## src/rtl/soc_top_arcdvi.sv

```systemverilog
`default_nettype none
// ============================================================================
//  Module   : soc_top_arcdvi
//  Brief    : ArcDVI top. Snoops VIDC register writes into a 64-entry shadow
//             and exposes shadow, ID/status and video control over 48-bit SPI.
//  Revision : 1.0 - initial release
// ============================================================================
module soc_top_arcdvi #(
    parameter logic [31:0] ID_VALUE = 32'hA7CD_0100
) (
    input  logic        clk_in,
    input  logic        reset_n,
    input  logic        spi_clk,
    input  logic        spi_ncs,
    input  logic        spi_din,
    output logic        spi_dout,
    input  logic [31:0] vidc_d,
    input  logic        vidc_nvidw,
    input  logic        vidc_nvcs,
    input  logic        vidc_nhs,
    input  logic        vidc_nsndrq,
    input  logic        vidc_nvidrq,
    input  logic        vidc_nsndak,
    input  logic        vidc_nvidak,
    input  logic        vidc_flybk,
    input  logic        vidc_ckin,
    output logic        video_sync_req,
    output logic        pclk_reset
);

    localparam logic [11:0] c_ADDR_ID     = 12'h800;
    localparam logic [11:0] c_ADDR_FRAMES = 12'h801;
    localparam logic [11:0] c_ADDR_STATUS = 12'h802;
    localparam logic [11:0] c_ADDR_VSYNC  = 12'h808;
    localparam logic [11:0] c_ADDR_PCLK   = 12'hC01;
    localparam logic [5:0]  c_BIT_RDATA   = 6'd14;
    localparam logic [5:0]  c_BIT_TXLOAD  = 6'd16;
    localparam logic [5:0]  c_BIT_LAST    = 6'd47;
    localparam logic [5:0]  c_BIT_FULL    = 6'd48;
    // {flybk, nvidrq, nvidak, nhs, nvcs, nvidw, din, ncs, sclk}; idle levels avoid false edges
    localparam logic [8:0]  c_SYNC_RST    = 9'b0_1_1_1_1_1_0_1_0;

    logic [8:0]  w_async_in;
    logic [8:0]  r_sync1;
    logic [8:0]  r_sync2;
    logic [8:0]  r_sync3;
    logic [31:0] r_vidc_d;
    logic [31:0] r_hold;
    logic [23:0] r_shadow [64];
    logic [15:0] r_frame_cnt;
    logic [5:0]  r_bit_cnt;
    logic [47:0] r_rx;
    logic [31:0] r_tx;
    logic [31:0] r_rdata;
    logic        r_wr_pend;
    logic [31:0] w_rdata;
    logic [4:0]  w_status;
    logic [11:0] w_wr_addr;
    logic [31:0] w_wr_data;
    logic        w_sclk_rise;
    logic        w_sclk_fall;
    logic        w_ncs;
    logic        w_ncs_fall;
    logic        w_nvidw_rise;
    logic        w_nvcs_fall;
    logic        w_unused;

    assign w_async_in = {vidc_flybk, vidc_nvidrq, vidc_nvidak, vidc_nhs, vidc_nvcs,
                         vidc_nvidw, spi_din, spi_ncs, spi_clk};

    always_ff @(posedge clk_in or negedge reset_n) begin
        if (!reset_n) begin
            r_sync1  <= c_SYNC_RST;
            r_sync2  <= c_SYNC_RST;
            r_sync3  <= c_SYNC_RST;
            r_vidc_d <= '0;
        end else begin
            r_sync1  <= w_async_in;
            r_sync2  <= r_sync1;
            r_sync3  <= r_sync2;
            r_vidc_d <= vidc_d;
        end
    end

    assign w_sclk_rise  =  r_sync2[0] & ~r_sync3[0];
    assign w_sclk_fall  = ~r_sync2[0] &  r_sync3[0];
    assign w_ncs        =  r_sync2[1];
    assign w_ncs_fall   = ~r_sync2[1] &  r_sync3[1];
    assign w_nvidw_rise =  r_sync2[3] & ~r_sync3[3];
    assign w_nvcs_fall  = ~r_sync2[4] &  r_sync3[4];
    assign w_status     = {r_sync2[8], r_sync2[7], r_sync2[6], r_sync2[4], r_sync2[5]};
    assign w_wr_addr    = r_rx[45:34];
    assign w_wr_data    = r_rx[31:0];

    // Capture only while both sync stages are low, so r_vidc_d is known to be
    // from inside the strobe and DMA data arriving right after it is never taken.
    always_ff @(posedge clk_in or negedge reset_n) begin
        if (!reset_n) begin
            r_hold      <= '0;
            r_frame_cnt <= '0;
        end else begin
            if (!r_sync1[3] && !r_sync2[3]) begin
                r_hold <= r_vidc_d;
            end
            if (w_nvcs_fall) begin
                r_frame_cnt <= r_frame_cnt + 16'd1;
            end
        end
    end

    for (genvar gi = 0; gi < 64; gi++) begin : g_shadow
        always_ff @(posedge clk_in or negedge reset_n) begin
            if (!reset_n) begin
                r_shadow[gi] <= '0;
            end else if (w_nvidw_rise && (r_hold[31:26] == 6'(gi))) begin
                r_shadow[gi] <= r_hold[23:0];
            end else if (r_wr_pend && (w_wr_addr == 12'(gi))) begin
                r_shadow[gi] <= w_wr_data[23:0];
            end
        end
    end

    always_comb begin
        w_rdata = '0;
        if (!r_rx[13]) begin
            if (r_rx[11:6] == 6'd0) begin
                w_rdata = {8'h00, r_shadow[r_rx[5:0]]};
            end else begin
                case (r_rx[11:0])
                    c_ADDR_ID:     w_rdata = ID_VALUE;
                    c_ADDR_FRAMES: w_rdata = {16'h0000, r_frame_cnt};
                    c_ADDR_STATUS: w_rdata = {27'd0, w_status};
                    c_ADDR_VSYNC:  w_rdata = {31'd0, video_sync_req};
                    c_ADDR_PCLK:   w_rdata = {31'd0, pclk_reset};
                    default:       w_rdata = '0;
                endcase
            end
        end
    end

    always_ff @(posedge clk_in or negedge reset_n) begin
        if (!reset_n) begin
            r_bit_cnt <= '0;
            r_rx      <= '0;
            r_tx      <= '0;
            r_rdata   <= '0;
            r_wr_pend <= 1'b0;
            spi_dout  <= 1'b0;
        end else begin
            r_wr_pend <= 1'b0;
            if (w_ncs) begin
                spi_dout <= 1'b0;
            end else if (w_ncs_fall) begin
                r_bit_cnt <= '0;
                spi_dout  <= 1'b0;
            end else begin
                if (w_sclk_rise && (r_bit_cnt != c_BIT_FULL)) begin
                    r_rx      <= {r_rx[46:0], r_sync2[2]};
                    r_bit_cnt <= r_bit_cnt + 6'd1;
                    if ((r_bit_cnt == c_BIT_LAST) && (r_rx[46:45] == 2'b01)) begin
                        r_wr_pend <= 1'b1;
                    end
                end
                if (r_bit_cnt == c_BIT_RDATA) begin
                    r_rdata <= w_rdata;
                end
                if (w_sclk_fall) begin
                    if (r_bit_cnt == c_BIT_TXLOAD) begin
                        spi_dout <= r_rdata[31];
                        r_tx     <= {r_rdata[30:0], 1'b0};
                    end else if (r_bit_cnt > c_BIT_TXLOAD) begin
                        spi_dout <= r_tx[31];
                        r_tx     <= {r_tx[30:0], 1'b0};
                    end else begin
                        spi_dout <= 1'b0;
                    end
                end
            end
        end
    end

    always_ff @(posedge clk_in or negedge reset_n) begin
        if (!reset_n) begin
            video_sync_req <= 1'b0;
            pclk_reset     <= 1'b0;
        end else if (r_wr_pend) begin
            if (w_wr_addr == c_ADDR_VSYNC) begin
                video_sync_req <= w_wr_data[0];
            end
            if (w_wr_addr == c_ADDR_PCLK) begin
                pclk_reset <= w_wr_data[0];
            end
        end
    end

    assign w_unused = ^{vidc_nsndrq, vidc_nsndak, vidc_ckin, r_hold[25:24], r_rx[47],
                        r_rx[33:24], r_sync3[8:5], r_sync3[2]};

endmodule
`default_nettype wire

```

## config.mk

```make
export PLATFORM = sky130hd
export DESIGN_NAME = soc_top_arcdvi
export DESIGN_NICKNAME = d
export VERILOG_FILES = /design/src/rtl/soc_top_arcdvi.sv
export SDC_FILE = /design/constraint.sdc
export NUM_CORES = 2
export LEC_CHECK = 0
export CORE_MARGIN = 3
export CORE_UTILIZATION = 45
export CTS_BUF_LIST = sky130_fd_sc_hd__clkbuf_8
export DETAILED_ROUTE_END_ITERATION = 8
export PLACE_DENSITY = 0.64
export SYNTH_ARGS = -nofsm -noshare
export SYNTH_HDL_FRONTEND = slang
export SYNTH_SLANG_ARGS = --single-unit
```

## constraint.sdc

```tcl
create_clock -name clk_in -period 5.55 [get_ports clk_in]
set_input_delay 1.11 -clock clk_in [delete_from_list [all_inputs] [get_ports clk_in]]
set_output_delay 1.11 -clock clk_in [all_outputs]
set_load 0.01 [all_outputs]
```

# --- After elaboration in Yosys (flattened, before gate mapping) ---
# Cells that the tools add are included.
word_totals:
  regBits: 1760
  in_bits: 46
  out_inout_bits: 3
  elab_cells: 588
classes:
  n_addsub: 2
  n_lt_le_gt_ge: 2
  eq_ne: 138
  muxes: 147
  n_bitwise: 12
  n_reduce_logical: 209
op_table:
  columns: ["operator", "n"]
  rows:
  - ["$mux W24", 130]
  - ["$eq A12 B6 Y1 const B", 32]
  - ["$eq A6 B6 Y1 const B", 33]
  - ["$eq A12 B5 Y1 const B", 16]
  - ["$pmux W32 S5", 1]
  - ["$bmux W24 S6", 1]
  - ["$reduce_bool A2 Y1", 66]
  - ["$logic_and A1 B1 Y1", 131]
  - ["$mux W32", 4]
  - ["$eq A6 B5 Y1 const B", 17]
  - ["$eq A12 B4 Y1 const B", 8]
  - ["$eq A12 B12 Y1 const B", 7]
  - ["$eq A6 B4 Y1 const B", 9]
  - ["$eq A12 B3 Y1 const B", 4]
  - ["$eq A12 B2 Y1 const B", 2]
  - ["$eq A6 B3 Y1 const B", 4]
  - ["$add A16 B1 Y16 const B", 1]
  - ["$eq A12 B1 Y1 const B", 1]
  - ["$eq A6 B2 Y1 const B", 2]
  - ["$logic_not A12 Y1", 1]
  - ["$logic_not A6 Y1", 2]
  - ["$mux W6", 2]
  - ["$mux W1", 9]
  - ["$ge A7 B7 Y1 const B", 1]
  - ["13 further kinds", 26]

# --- Longest topological paths before layout ---
logic_depth:
  word_depth: 6
  depth_mapped: 11
  mapped_depth_nobuf: 8

# --- Worst setup path after synthesis ---
# No wires, ideal clock.
synth_path:
  kind: "reg-to-reg"
  startpoint: "register r_rx[0]"
  endpoint: "register r_rdata[10]"
  setup_ns: 0.133
  t_arrival_ns: 2.073
  required_ns: 5.417
  setup_slack_ns: 3.344
  stages_incl_launch_ff: 7
  path_buffers: 2
  period_less_slack_ns: 2.206
  cell_sequence: "dfrtp_1 buf_6 buf_8 mux4_2 mux4_2 a2111oi_2 nor3_1"
synth_via:
  elab_chain_cells: 6
  word_cells_on_any_way: 12
  cone_classes: "eq/ne: 5; mux: 6; bitwise: 1"
synth_lines:
  columns: ["element", "line", "source"]
  rows:
  - ["start, declared", "52", "logic [47:0] r_rx;"]
  - ["start signal, assigned", "158", "r_rx <= {r_rx[46:0], r_sync2[2]};"]
  - ["$not A6 Y7 (implied by the code)", "127", "w_rdata = {8'h00, r_shadow[r_rx[5:0]]};"]
  - ["$bmux W24 S6", "127", null]
  - ["$mux W24 (implied by the code) (2 in a row)", "127", null]
  - ["$mux W32 *", "126", "if (r_rx[11:6] == 6'd0) begin"]
  - ["$mux W32 *", "125", "if (!r_rx[13]) begin"]
  - ["end signal, assigned", "165", "r_rdata <= w_rdata;"]
  - ["end, declared", "54", "logic [31:0] r_rdata;"]
# Mark *: on every way between the ends. The rest lies on a longest branch, timed or not. The select of a mux whose other input is x is not followed.
# A chain may end at the register's enable or synchronous reset.

# --- Worst setup path after layout ---
layout_path:
  startpoint: "register r_sync2[3]"
  endpoint: "register r_shadow[1496] (netlist bit)"
layout_via:
  elab_chain_cells: 3
  word_cells_on_any_way: 4
  cone_classes: "mux: 1; bitwise: 1; reduce/logical: 2"
layout_lines:
  columns: ["element", "line", "source"]
  rows:
  - ["start, declared", "45", "logic [8:0] r_sync2;"]
  - ["start signal, assigned", "74", "r_sync2 <= c_SYNC_RST;"]
  - ["start signal, assigned", "79", "r_sync2 <= r_sync1;"]
  - ["$and A1 B1 Y1 *", "89", "assign w_nvidw_rise = r_sync2[3] & ~r_sync3[3];"]
  - ["$logic_and A1 B1 Y1 *", "115", "end else if (w_nvidw_rise && (r_hold[31:26] == 6'(gi))) begin"]
  - ["$mux W24 / $reduce_bool A2 Y1 (equally long branches)", null, null]
  - ["end signal, assigned by index", "116", "r_shadow[gi] <= r_hold[23:0];"]
  - ["end signal, assigned by index", "118", "r_shadow[gi] <= w_wr_data[23:0];"]
  - ["end, declared", "49", "logic [23:0] r_shadow [64];"]
# Mark *: on every way between the ends. The rest lies on a longest branch, timed or not.

==> impl_results.md <==
- Fin crit share: a little under three quarters
- Post-CTS setup buffers: 0
- Synth warn: 0
- Critical Path, Cell by Cell: nand2b_1 > nor3_1 > buf_4 > nand2_2 > o21ai_4 > buf_4 > nor2_1 > a21oi_1
- CP Capture Type: flip-flop
- Top delay family on crit path: simple AND/OR/NAND/NOR gates
- Setup TNS: 0 ns
- ANT nets after route: 0
- Area contributors post-synth: dfrtp_1, mux2i_1, nand2_1
- Buf+Inv Stages, Crit Path: 2
- Initial Utilization: 45.52%
- RSZ-0062 raised after global routing: false
- Critical path class: reg -> reg
- Port buffer count: 43
- Crit-path slowest cell: nor3_1
- Final hold viol count: 0
- Most Frequent Cell on Critical Path: buf_4
- Synth unique cells: 80
- Post-Syn Instances: between 9,000 and 10,000
- Post-cts hold buffer count: 0
- CTS tree: yes
- DR vias: about 72,000
- Most frequent cells after synthesis: nand2_1, dfrtp_1, mux2i_1
- Asr flop ratio synth: between 90% and 100%
- Die Height: about 460 um
- Post-route design area: approximately 100,000 sq um
- Synthesized area: around 93,000 sq um
- Initial antenna violation count: 21
- Fin Clk Skew: approximately 0.11 ns
- Tightest Hold Check Type: in -> async
- Synthesized Nets: 9,094
- Final Core Density: about half
- Grt ovf: 0
- Max_slew headroom: -2.577%
- Placed instance area: roughly 95,000 sq um
- Die Span X: approximately 460 um
- # DRC: 0
- CTS buffer count: around 330
- H-tree depth: 5
- Top cell type by total area after synthesis: dfrtp_1
- DPL Wire Length: roughly 190,000 um
- Drt via density: about 6
- Slew @ Worst Pin: ~1.5 ns
- First-pass GRT wire length: around 480,000 um
- Clk sink count: around 1,700
- Max rail drop VDD: between 200 and 250 uV
- Post-synth top area share: 46.77%
- Full die area: approximately 210,000 sq um
- Initial DRC count: roughly 7,400
- Period minus WS final: 3.980 ns
- Count leader, synth: nand2_1
- Largest net degree at the start of global routing: roughly 160
- Critical Path RT: approximately 6.4 ns
- Failing checks: capacitance limit, slew limit
- Mean area per synthesized cell: 10.25 sq um
- Crit path DAT: ~4.9 ns
- Pre-antenna DRT Iters: 9
- Syn-to-layout area delta: 9.150%
- Post-synth EDFFs: 0
- Core Region: around 200,000 sq um
- Layout cell share with drive strength beyond 1: roughly 14%
- Register area share after synthesis: 47.20%
- WL final: between 300,000 and 400,000 um
- Leakage power: around 0.047 uW
- Endpoints failing setup: 0
- Worst Setup Start Kind: flip-flop
- Primary FF master, synth: dfrtp_1
- Max Cap Viol: 1
- Global placer's final weighted congestion: 0.9663
- F_max: ~0.25 GHz
- I/O pin cnt: 49
- Final Slew Violations: 5
- Row cnt: about 170
- FF+latch count, synth: ~1,700
- Clk buf depth: 4
- Vias in the first global route: approximately 70,000
- Crit Path Max Fanout: between 40 and 50
- Fillers: 18,260
- Worst-path clk slew: ~0.070 ns
- CTS root buffer: clkbuf_8
- Post-CTS resize count: 0
- CP peak stage delay: 0.82 ns
- Layout net count: 8,753
- Post-DR wirelength/cell: 27.67 um
- Status: finished, violations left
- Worst skew pair latency: approximately 1.1 ns
- PD cells: around 320 nW/um^2
- Global-route usage over all layers: 30.06%
## per-layer routing
layer	global-route usage [%]	up-vias	part of all wire [%]	wire, um
met5	0	-	0.015	48
met3	7.815	826	9.6	30870
met2	44.56	3382	44	140100
li1	-	31081	-	-
met1	40.23	36242	41	130900
met4	16.50	8	6.0	19320
## report_power, final
part	total (uW)	switching, uW	internal (uW)
clock network	12300	5620	6690
registers	13900	692	13200
logic	5740	3970	1770
## final cells by class
type / instances / area [sq um] / area share, %
Antenna cell: 8 / 20.02 / 0.01979
Tap cell: 2672 / 3343 / 3.305
Multi-Input combinational cell: 6288 / 44720 / 44.21
Clock inverter: 139 / 609.3 / 0.6024
Sequential cell: 1747 / 43830 / 43.33
Timing Repair Buffer: 331 / 2898 / 2.865
Clock buffer: 414 / 5698 / 5.634
Inverter: 9 / 33.78 / 0.03340
## kinds of logic (layout without fill, tap and decap cells)
| group | Yosys count | after routing | synth area share, % |
|---|---|---|---|
| flops | 1747 | 1747 | 47.20 |
| compound gates | 2025 | 2025 | 11.84 |
| fa+ha+maj | 4 | 4 | 0.05401 |
| xor+xnor | 16 | 16 | 0.1512 |
| other cells | 0 | 8 | 0 |
| buf+inv | 1009 | 893 | 5.111 |
| mux | 2078 | 2078 | 26.21 |
| simple gates | 2165 | 2165 | 9.434 |
## worst register-to-register path: stages (launching register included)
cell and delay (ns):
dfstp_2 0.70, nand2b_1 0.37, nor3_1 0.82, buf_4 0.30, nand2_2 0.61, o21ai_4 0.27, buf_4 0.51, nor2_1 0.11
a21oi_1 0.14
## final timing paths
path | from | to | slack, ns | cells past startpoint
worst max-delay path | r_sync2[3] | r_shadow[1496] | 1.57 | 8
max in group asynchronous | reset_n | r_hold[15] | 3.76 | 2
min in group clk_in | r_sync1[3] | r_sync2[3] | 0.34 | 0
worst min register to register | r_sync1[3] | r_sync2[3] | 0.34 | 0
worst max register to register | r_sync2[3] | r_shadow[1496] | 1.57 | 8
worst min-delay path | reset_n | r_shadow[318] | 0.10 | 1
## flip-flops by register name (all words and copies together) (netlist names), 4 cells and up
register	cells
r_rdata	25
r_bit_cnt	6
r_tx	31
r_sync1	9
r_sync3	4
r_rx	47
r_frame_cnt	16
r_sync2	9
r_shadow	1536
r_vidc_d	30
r_hold	30
## placed cells by master (no fill, tap or decap), types with 108 or more instances in the layout
master    instances
nand2_1        1761
mux2i_1        1731
dfrtp_1        1684
o21ai_0         865
o21ai_1         627
clkbuf_8        414
mux4_2          270
buf_4           265
nor2_1          197
a21oi_1         186
inv_1           108
## stage by stage
step	instances	hold slack (ns)	power [uW]	setup WS [ns]
4_1_cts	11600	0.03712	32000	1.650
3_5_place_dp	11047	0.3395	19700	1.740
5_1_grt	11602	0.1045	32990	1.381
6_report	11608	0.1013	31970	1.570
3_3_place_gp	11047	0.3447	19570	1.773
2_1_floorplan	9044	0.3312	17130	3.344
No activity file was read; power rests on OpenSTA's default activity.
